## config.mk

```make
export PLATFORM = sky130hd
export DESIGN_NAME = i2c_bit_engine
export DESIGN_NICKNAME = d
export VERILOG_FILES = /design/src/rtl/i2c_bit_engine_pkg.sv /design/src/rtl/i2c_bit_engine_phase_timer.sv /design/src/rtl/i2c_bit_engine.sv
export SDC_FILE = /design/constraint.sdc
export NUM_CORES = 1
export LEC_CHECK = 0
export CORE_UTILIZATION = 56
export DETAILED_ROUTE_END_ITERATION = 8
export PLACE_DENSITY = 0.8
export SYNTH_ARGS = -nofsm -noshare
export SYNTH_HDL_FRONTEND = slang
export SYNTH_HIERARCHICAL = 1
export SYNTH_SLANG_ARGS = --single-unit
```

## constraint.sdc

```tcl
create_clock -name clk -period 3.05 [get_ports clk]
set_clock_uncertainty 0.2 [all_clocks]
set_input_delay 0.61 -clock clk [delete_from_list [all_inputs] [get_ports clk]]
set_output_delay 0.61 -clock clk [all_outputs]
set_load 0.05 [all_outputs]
```

## src/rtl/i2c_bit_engine_pkg.sv

```systemverilog
// Shared definitions for the bit-level I2C master engine: phase states,
// command op codes and the command legality rule.
package i2c_bit_engine_pkg;

    typedef enum logic [3:0] {
        k_idle   = 4'd0,
        k_hold   = 4'd1,
        k_start1 = 4'd2,
        k_start2 = 4'd3,
        k_rs1    = 4'd4,
        k_rs2    = 4'd5,
        k_sp1    = 4'd6,
        k_sp2    = 4'd7,
        k_sp3    = 4'd8,
        k_wb1    = 4'd9,
        k_wb2    = 4'd10,
        k_rb1    = 4'd11,
        k_rb2    = 4'd12
    } state_t;

    localparam logic [2:0] k_op_start  = 3'd0;
    localparam logic [2:0] k_op_rstart = 3'd1;
    localparam logic [2:0] k_op_stop   = 3'd2;
    localparam logic [2:0] k_op_write  = 3'd3;
    localparam logic [2:0] k_op_read   = 3'd4;

    // START only from a free bus; every other op needs the bus already owned.
    // Codes 5..7 are never legal.
    function automatic logic cmd_legal(input state_t st, input logic [2:0] op);
        logic ok;
        ok = 1'b0;
        case (op)
            k_op_start:  ok = (st == k_idle);
            k_op_rstart,
            k_op_stop,
            k_op_write,
            k_op_read:   ok = (st == k_hold);
            default:     ok = 1'b0;
        endcase
        return ok;
    endfunction

endpackage

```

## src/rtl/i2c_bit_engine_phase_timer.sv

```systemverilog
// Half-period phase timer: counts 0..D for each phase, holds while a
// released SCL is being stretched low by a slave, and flags the last cycle.
module i2c_bit_engine_phase_timer #(
    parameter int CTR_WIDTH  = 16,
    parameter bit STRETCH_EN = 1'b1
) (
    input  logic                 clk,
    input  logic                 reset,
    input  logic                 load,
    input  logic [CTR_WIDTH-1:0] divisor,
    input  logic                 run,
    input  logic                 scl_released,
    input  logic                 scl_in,
    output logic                 phase_done
);

    localparam logic [CTR_WIDTH-1:0] k_one = {{(CTR_WIDTH-1){1'b0}}, 1'b1};

    logic [CTR_WIDTH-1:0] ctr_r;
    logic [CTR_WIDTH-1:0] div_r;
    logic                 freeze_s;

    // Stretch freeze and end-of-phase detection.
    always_comb begin
        freeze_s   = 1'b0;
        phase_done = 1'b0;
        if (STRETCH_EN && scl_released && !scl_in) begin
            freeze_s = 1'b1;
        end else begin
            freeze_s = 1'b0;
        end
        if (run && !freeze_s && (ctr_r == div_r)) begin
            phase_done = 1'b1;
        end else begin
            phase_done = 1'b0;
        end
    end

    // Divisor latch on accept and phase counter advance.
    always_ff @(posedge clk or posedge reset) begin
        if (reset) begin
            ctr_r <= '0;
            div_r <= '0;
        end else if (load) begin
            div_r <= divisor;
            ctr_r <= '0;
        end else if (!run || freeze_s) begin
            ctr_r <= ctr_r;
        end else if (ctr_r == div_r) begin
            ctr_r <= '0;
        end else begin
            ctr_r <= ctr_r + k_one;
        end
    end

endmodule

```

## src/rtl/i2c_bit_engine.sv

```systemverilog
// Bit-level I2C master engine: turns START / RSTART / STOP / WRITE / READ
// commands into timed SCL/SDA phase sequences, with clock stretching,
// arbitration-loss detection and illegal-command rejection.
module i2c_bit_engine
    import i2c_bit_engine_pkg::*;
#(
    parameter int CTR_WIDTH  = 16,
    parameter bit STRETCH_EN = 1'b1
) (
    input  logic                 clk,
    input  logic                 reset,
    input  logic [CTR_WIDTH-1:0] dbl_clock_divisor,
    input  logic                 cmd_valid,
    output logic                 cmd_ready,
    input  logic [2:0]           cmd_op,
    input  logic                 cmd_bit,
    output logic                 rsp_valid,
    output logic                 rsp_bit,
    output logic                 rsp_arb_lost,
    output logic                 cmd_error,
    output logic                 bus_active,
    input  logic                 scl_in,
    input  logic                 sda_in,
    output logic                 scl_out,
    output logic                 sda_out
);

    state_t state_r;
    logic   accept_s;
    logic   legal_s;
    logic   run_s;
    logic   phase_done_s;

    assign accept_s = cmd_valid && cmd_ready;
    assign legal_s  = cmd_legal(state_r, cmd_op);
    assign run_s    = (state_r != k_idle) && (state_r != k_hold);

    i2c_bit_engine_phase_timer #(
        .CTR_WIDTH  (CTR_WIDTH),
        .STRETCH_EN (STRETCH_EN)
    ) u_timer (
        .clk          (clk),
        .reset        (reset),
        .load         (accept_s && legal_s),
        .divisor      (dbl_clock_divisor),
        .run          (run_s),
        .scl_released (scl_out),
        .scl_in       (scl_in),
        .phase_done   (phase_done_s)
    );

    // Command sequencer with registered line drives and response pulses.
    always_ff @(posedge clk or posedge reset) begin
        if (reset) begin
            state_r      <= k_idle;
            scl_out      <= 1'b1;
            sda_out      <= 1'b1;
            cmd_ready    <= 1'b1;
            bus_active   <= 1'b0;
            rsp_valid    <= 1'b0;
            rsp_bit      <= 1'b0;
            rsp_arb_lost <= 1'b0;
            cmd_error    <= 1'b0;
        end else begin
            rsp_valid    <= 1'b0;
            rsp_bit      <= 1'b0;
            rsp_arb_lost <= 1'b0;
            cmd_error    <= 1'b0;
            case (state_r)
                k_idle, k_hold: begin
                    if (accept_s && !legal_s) begin
                        cmd_error <= 1'b1;
                    end else if (accept_s) begin
                        cmd_ready <= 1'b0;
                        case (cmd_op)
                            k_op_start: begin
                                state_r    <= k_start1;
                                scl_out    <= 1'b1;
                                sda_out    <= 1'b0;
                                bus_active <= 1'b1;
                            end
                            k_op_rstart: begin
                                state_r <= k_rs1;
                                scl_out <= 1'b0;
                                sda_out <= 1'b1;
                            end
                            k_op_stop: begin
                                state_r <= k_sp1;
                                scl_out <= 1'b0;
                                sda_out <= 1'b0;
                            end
                            k_op_write: begin
                                state_r <= k_wb1;
                                scl_out <= 1'b0;
                                sda_out <= cmd_bit;
                            end
                            k_op_read: begin
                                state_r <= k_rb1;
                                scl_out <= 1'b0;
                                sda_out <= 1'b1;
                            end
                            default: begin
                                cmd_ready <= 1'b1;
                                cmd_error <= 1'b1;
                            end
                        endcase
                    end else begin
                        state_r <= state_r;
                    end
                end
                k_start1: if (phase_done_s) begin
                    state_r <= k_start2;
                    scl_out <= 1'b0;
                    sda_out <= 1'b0;
                end
                k_start2: if (phase_done_s) begin
                    state_r   <= k_hold;
                    cmd_ready <= 1'b1;
                    rsp_valid <= 1'b1;
                end
                k_rs1: if (phase_done_s) begin
                    state_r <= k_rs2;
                    scl_out <= 1'b1;
                    sda_out <= 1'b1;
                end
                k_rs2: if (phase_done_s) begin
                    state_r <= k_start1;
                    scl_out <= 1'b1;
                    sda_out <= 1'b0;
                end
                k_sp1: if (phase_done_s) begin
                    state_r <= k_sp2;
                    scl_out <= 1'b1;
                    sda_out <= 1'b0;
                end
                k_sp2: if (phase_done_s) begin
                    state_r <= k_sp3;
                    scl_out <= 1'b1;
                    sda_out <= 1'b1;
                end
                k_sp3: if (phase_done_s) begin
                    // Someone else holding SDA low after our STOP means we lost.
                    state_r      <= k_idle;
                    cmd_ready    <= 1'b1;
                    bus_active   <= 1'b0;
                    rsp_valid    <= 1'b1;
                    rsp_arb_lost <= !sda_in;
                end
                k_wb1: if (phase_done_s) begin
                    state_r <= k_wb2;
                    scl_out <= 1'b1;
                end
                k_wb2: if (phase_done_s) begin
                    // sda_out still carries the bit being written.
                    rsp_valid <= 1'b1;
                    rsp_bit   <= sda_in;
                    cmd_ready <= 1'b1;
                    if (sda_out && !sda_in) begin
                        state_r      <= k_idle;
                        rsp_arb_lost <= 1'b1;
                        bus_active   <= 1'b0;
                        scl_out      <= 1'b1;
                        sda_out      <= 1'b1;
                    end else begin
                        state_r <= k_hold;
                        scl_out <= 1'b0;
                    end
                end
                k_rb1: if (phase_done_s) begin
                    state_r <= k_rb2;
                    scl_out <= 1'b1;
                end
                k_rb2: if (phase_done_s) begin
                    state_r   <= k_hold;
                    scl_out   <= 1'b0;
                    cmd_ready <= 1'b1;
                    rsp_valid <= 1'b1;
                    rsp_bit   <= sda_in;
                end
                default: begin
                    state_r    <= k_idle;
                    scl_out    <= 1'b1;
                    sda_out    <= 1'b1;
                    cmd_ready  <= 1'b1;
                    bus_active <= 1'b0;
                end
            endcase
        end
    end

endmodule

```

==> out/metrics.yaml, run 1 <==
syn_inst: 295
power.density_mw_per_mm2: 340
grt_pass1_wl_um: 10900
crit_buf_inv: 0
cp-start-kind: "flop"
arrival_ps: 2770
fin_area_mm2: 0.00331
final_common_cell: "dfrtp_1"
fp.dieArea_mm2: 0.00524
r2r_end: "scl_out"
r2r_setup_slack_ps: 310
antenna_left: 0
cts_hold_buf: 0
cp_max_fo: 8
syn_area_per_cell_um2: 9.41
cpPeakStageDelay_ps: 500
layout_common_cells: "41 x dfrtp_1, 32 x clkdlybuf4s50_1, 29 x nand2_1, 19 x nand3_1, 18 x a21oi_1"
p_total_mw: 1.13
cp_slowest_cell: "dfrtp_1"
place_hpwl_um: 4640
fp.coreArea_mm2: 0.00475
worstSetupStartpoint: "u_timer/ctr_r[5]"
die_h_um: 72.4
num_io_pins: 33
slew-limit-headroom_pct: 66.3
holdWs_ps: 316
grt_pass1_vias: 2246
drv_cap: 0
yosys.cell_types.count: 63
tightest_slew_ps: 504
worst-endpoint-required_ps: 3080
dpl_cell_area_mm2: 0.00320
vias_per_cell: 6.07
fmax_mhz: 364
power.leakage_nw: 1.46
synthArstFlopShare_pct: 100
synth_edf_count: 0
rr_startpoint: "u_timer/ctr_r[5]"
fin_crit_ps: 2740
antenna_found_initial: 0
cp_cell_sequence: "xor2_1, nor4_1, nand4_2, nor2_1, o21ai_0, a21oi_1, a211oi_1, nor3_2, mux2_1"
grt_overflow: 0
grt_max_degree: 33
postCtsSetupRepairBufs: 0
hold_class: "flop to flop"
rsz0062_at_grt: "no"
numCtsBuffers: 5
final.period_utilization_pct: 90.0
hold_depth: 2
switching_share_pct: 22.8
path_delay_family: "simple AND/OR/NAND/NOR gates"
p_seq_share_pct: 51.8
first_iter_violations: 269
htree_levels: 2
via_count: 2409
initial_utilization_pct: 58.4
min_to: "sda_out"
cts-root-buf: "clkbuf_8"
cts_sinks: 44
clk_path_buf_depth: 2
cp-end-kind: "flop"
internal_power_mw: 0.869
reg2reg_depth: 9
portBuffers: 32
p_switching_mw: 0.257
syn_area_mm2: 0.00278
row_count: 25
grt_use_total_pct: 26.8
setup_tns_ps: 0
drcViolationCount: 0
yosysWarnings: 6
firstDrtPassIters: 5
wirelength_um: 6440
clock_latency_ps: 310
drv_slew: 0
clkPwrFrac_pct: 42.3
synth_nets: 321
path_clk_slew_ps: 100
hold_viol_final: 0
nNetsFinal: 355
status: "finished, final reports clean"
vdd_drop_max_uv: 301
p_comb_share_pct: 5.9
wl_per_cell_um: 16.2
cts_resized: 0
hp-start: "sda_out"
antennaDiodeCount: 0
drive_gt1_share_pct: 17.6
yosysSeqAreaShare_pct: 39.8
synth_flop_cell: "dfrtp_1"
die_w_um: 72.4
path_class: "flop to flop"
place.gp.congestion: 0.959
syn_to_final_growth_pct: 19.4
ys_seq_elements: 44
cts_tree: "done"
finalSetupViolations: 0
[metal layers]
layer  wire length (um)  track usage, %
met1               3110            41.1
met2               2780            38.1
met4                 95            8.06
met3                455            4.86
met5                  0               0
[power by group through the flow]
| stage | Combinational (mW) | Sequential [mW] | Clock [mW] |
|---|---|---|---|
| 2_1_floorplan | 0.0253 | 0.594 | 0 |
| 3_3_place_gp | 0.0669 | 0.594 | 0 |
| 3_5_place_dp | 0.0680 | 0.594 | 0 |
| 4_1_cts | 0.0682 | 0.583 | 0.476 |
| 5_1_grt | 0.0748 | 0.583 | 0.497 |
| 6_report | 0.0668 | 0.583 | 0.475 |
[worst register-to-register path: stages, from the launching register on]
cell and delay [ps]:
dfrtp_1 500, xor2_1 180, nor4_1 390, nand4_2 200
nor2_1 300, o21ai_0 130, a21oi_1 150, a211oi_1 70
nor3_2 200, mux2_1 350
[synth_stat cells (4+ instances only)]
cell,count,area [um^2]
nor2_1,14,52.6
xor2_1,17,149
a31oi_1,7,43.8
o31ai_1,5,37.5
nand3_1,19,95.1
a21oi_1,18,90.1
buf_2,9,45.0
inv_1,7,26.3
and4_1,4,35.0
a22oi_1,4,30.0
dfrtp_1,41,1030
nand2_1,29,109
o21ai_0,11,55.1
clkbuf_1,6,22.5
nand4_1,4,25.0
mux2_2,16,180
o21a_1,4,30.0
nor3_1,7,35.0
[state kept, by name, indices dropped and copies added, names as in the netlist]
name and count:
bus_active 1, u_timer/div_r 16, rsp_valid 1, state_r 4, scl_out 1, rsp_arb_lost 1
rsp_bit 1, cmd_error 1, cmd_ready 1, u_timer/ctr_r 16, sda_out 1
[final cells by class]
class	instances	area, um^2
flip-flops and latches	44	1100
clock buffers	5	68.8
multi-input cells	221	1510
clock inverters	3	46.3
inverters	9	33.8
well taps	67	83.8
fillers	384	1440
repair buffers	48	465
[cells by family (layout without fill, tap and decap cells)]
kind of cell    count (synthesis)  in the layout  share of synthesized area (%)
buf+inv                        30             65                           6.00
flops                          44             44                           39.8
simple gates                  110            110                           22.7
mux                            19             19                           7.66
xor+xnor                       19             19                           6.00
compound gates                 72             72                           17.4
fa+ha+maj                       1              1                          0.451
[per-stage QoR]
| step | setup slack [ps] | std cells | util [%] |
|---|---|---|---|
| floorplan | 220 | 295 | - |
| global placement | 114 | 389 | 67.3 |
| detailed placement | 55.0 | 389 | 67.3 |
| CTS | 340 | 397 | 69.7 |
| global route | 129 | 397 | 69.7 |
| finish | 305 | 397 | 69.7 |
[worst max path at each step]
stage / endpoint / cells past startpoint
6_report: scl_out / 9
5_1_grt: scl_out / 9
4_1_cts: sda_out / 9
3_5_place_dp: u_timer/ctr_r[11] / 7
3_3_place_gp: u_timer/ctr_r[8] / 7
2_1_floorplan: u_timer/div_r[0] / 7
Note: power is estimated with default switching activity, not from simulation.
==> inputs of run 2 (changes only) <==
--- a/config.mk
+++ b/config.mk
@@ -7,6 +7,7 @@
 export LEC_CHECK = 0
 export CORE_UTILIZATION = 56
 export DETAILED_ROUTE_END_ITERATION = 8
+export GPL_ROUTABILITY_DRIVEN = 0
 export PLACE_DENSITY = 0.8
 export SYNTH_ARGS = -nofsm -noshare
 export SYNTH_HDL_FRONTEND = slang
==> out/metrics.yaml, run 2 (synthesis results as in run 1) <==
status: "finished, final reports clean"  # unchanged
fp.dieArea_mm2: 0.00524  # unchanged
firstDrtPassIters: 5  # unchanged
cp-end-kind: "flop"  # unchanged
dpl_cell_area_mm2: 0.00319  # was 0.00320 mm^2
p_seq_share_pct: 52.2  # was 51.8%
drv_cap: 0  # unchanged
p_switching_mw: 0.248  # was 0.257 mW
vias_per_cell: 6.22  # was 6.07
setup_tns_ps: 0  # unchanged
hold_class: "flop to flop"  # unchanged
dp_cells: 389  # unchanged
syn_to_final_growth_pct: 18.9  # was 19.4%
cts_tree: "done"  # unchanged
first_iter_violations: 259  # was 269
setup_ws_ps: 329  # was 305 ps
row_count: 25  # unchanged
power.leakage_nw: 1.45  # was 1.46 nW
fp.coreArea_mm2: 0.00475  # unchanged
clkPwrFrac_pct: 41.7  # was 42.3%
layout_common_cells: "41 x dfrtp_1, 32 x clkdlybuf4s50_1, 29 x nand2_1, 19 x nand3_1, 18 x a21oi_1"  # unchanged
arrival_ps: 2750  # was 2770 ps
grt_pass1_wl_um: 10500  # was 10900 um
final_common_cell: "dfrtp_1"  # unchanged
cp-start-kind: "flop"  # unchanged
internal_power_mw: 0.869  # about the same
switching_share_pct: 22.2  # was 22.8%
fin_crit_ps: 2720  # was 2740 ps
place_hpwl_um: 4590  # was 4640 um
wirelength_um: 6430  # was 6440 um
antenna_found_initial: 0  # unchanged
drive_gt1_share_pct: 17.6  # unchanged
hold_viol_final: 0  # unchanged
p_comb_share_pct: 6.1  # was 5.9%
grt_use_total_pct: 25.9  # was 26.8%
numCtsBuffers: 5  # unchanged
cts_resized: 0  # unchanged
cp_max_fo: 8  # unchanged
path_class: "flop to flop"  # unchanged
htree_levels: 2  # unchanged
clock_latency_ps: 300  # was 310 ps
wl_per_cell_um: 16.2  # about the same
reg.largest.list: "u_timer/ctr_r (16), u_timer/div_r (16), state_r (4)"  # unchanged
die_w_um: 72.4  # unchanged
worst-endpoint-required_ps: 3080  # about the same
grt_overflow: 0  # unchanged
power.density_mw_per_mm2: 338  # was 340 mW/mm^2
tightest_slew_ps: 504  # about the same
portBuffers: 32  # unchanged
die_h_um: 72.4  # unchanged
fin_area_mm2: 0.00330  # was 0.00331 mm^2
drcViolationCount: 0  # unchanged
num_io_pins: 33  # unchanged
path_clk_slew_ps: 100  # about the same
final_cells: 397  # unchanged
postCtsSetupRepairBufs: 0  # unchanged
drv_slew: 0  # unchanged
cts-root-buf: "clkbuf_8"  # unchanged
cts_sinks: 44  # unchanged
antenna_left: 0  # unchanged
final.period_utilization_pct: 89.2  # was 90.0%
finalSetupViolations: 0  # unchanged
nNetsFinal: 355  # unchanged
final_util_pct: 69.4  # was 69.7%
via_count: 2469  # was 2409
initial_utilization_pct: 58.4  # unchanged
grt_pass1_vias: 2162  # was 2246
num-fill-cells: 384  # unchanged
cts_hold_buf: 0  # unchanged
antennaDiodeCount: 0  # unchanged
rsz0062_at_grt: "no"  # unchanged
slew-limit-headroom_pct: 66.3  # about the same
fmax_mhz: 367  # was 364 MHz
p_total_mw: 1.12  # was 1.13 mW
holdWs_ps: 336  # was 316 ps
vdd_drop_max_uv: 323  # was 301 uV
grt_max_degree: 33  # unchanged
pre_cts_ws_ps: 66.8  # was 55.0 ps
clk_path_buf_depth: 2  # unchanged
## run 2: changes by cell type in the layout (fill, tap and decap cells not counted)
cell / before / now
buf_12: 2 / 1
buf_4: 14 / 15
## run 2: worst max-delay path: stages (launching register included)
cell,delay [ps]
dfrtp_1,500
xor2_1,200
nor4_2,350
nand4_2,160
nor2_1,310
buf_4,230
o32ai_1,90
a21oi_1,110
nor3b_1,260
mux2i_1,240
## run 2: layout make-up
| type | count | area [um^2] | share of cell area [%] |
|---|---|---|---|
| Inverter | 9 | 33.8 | 1.02 |
| Tap cell | 67 | 83.8 | 2.54 |
| Clock inverter | 3 | 46.3 | 1.40 |
| Clock buffer | 5 | 68.8 | 2.08 |
| Timing Repair Buffer | 48 | 453 | 13.7 |
| Sequential cell | 44 | 1100 | 33.5 |
| Multi-Input combinational cell | 221 | 1510 | 45.8 |
## run 2: path summary, 6_finish.rpt
| kind | start | depth (start not counted) | slack [ps] | to |
|---|---|---|---|---|
| worst min register to register | u_timer/div_r[13] | 1 | 340 | u_timer/div_r[13] |
| worst max register to register | u_timer/ctr_r[3] | 9 | 330 | sda_out |
| worst max-delay path | u_timer/ctr_r[3] | 9 | 330 | sda_out |
| worst min-delay path | u_timer/div_r[13] | 1 | 340 | u_timer/div_r[13] |
| min in group asynchronous | reset | 2 | 450 | state_r[0] |
| max in group asynchronous | reset | 3 | 1830 | u_timer/div_r[6] |
## run 2: power groups by stage
stage          clock network (mW)  registers, mW  logic [mW]
2_1_floorplan                   0          0.594      0.0253
3_3_place_gp                    0          0.594      0.0672
3_5_place_dp                    0          0.594      0.0683
4_1_cts                     0.469          0.583      0.0686
5_1_grt                     0.495          0.583      0.0744
6_report                    0.466          0.583      0.0677
## run 2: metal layers
| layer | wire [um] | global-route usage (%) | vias to the layer above |
|---|---|---|---|
| met5 | 0 | 0 | - |
| met4 | 86 | 8.28 | 0 |
| met3 | 523 | 4.86 | 11 |
| met2 | 2860 | 36.7 | 118 |
| met1 | 2950 | 39.6 | 1193 |
| li1 | - | - | 1147 |
==> inputs of run 3 (changes only) <==
--- a/config.mk
+++ b/config.mk
@@ -6,6 +6,7 @@
 export NUM_CORES = 1
 export LEC_CHECK = 0
 export CORE_UTILIZATION = 56
+export CTS_CLUSTER_DIAMETER = 30
 export DETAILED_ROUTE_END_ITERATION = 8
 export GPL_ROUTABILITY_DRIVEN = 0
 export PLACE_DENSITY = 0.8
==> results of run 3 <==
Final layout, timing and power as in run 2 (identical DEF).
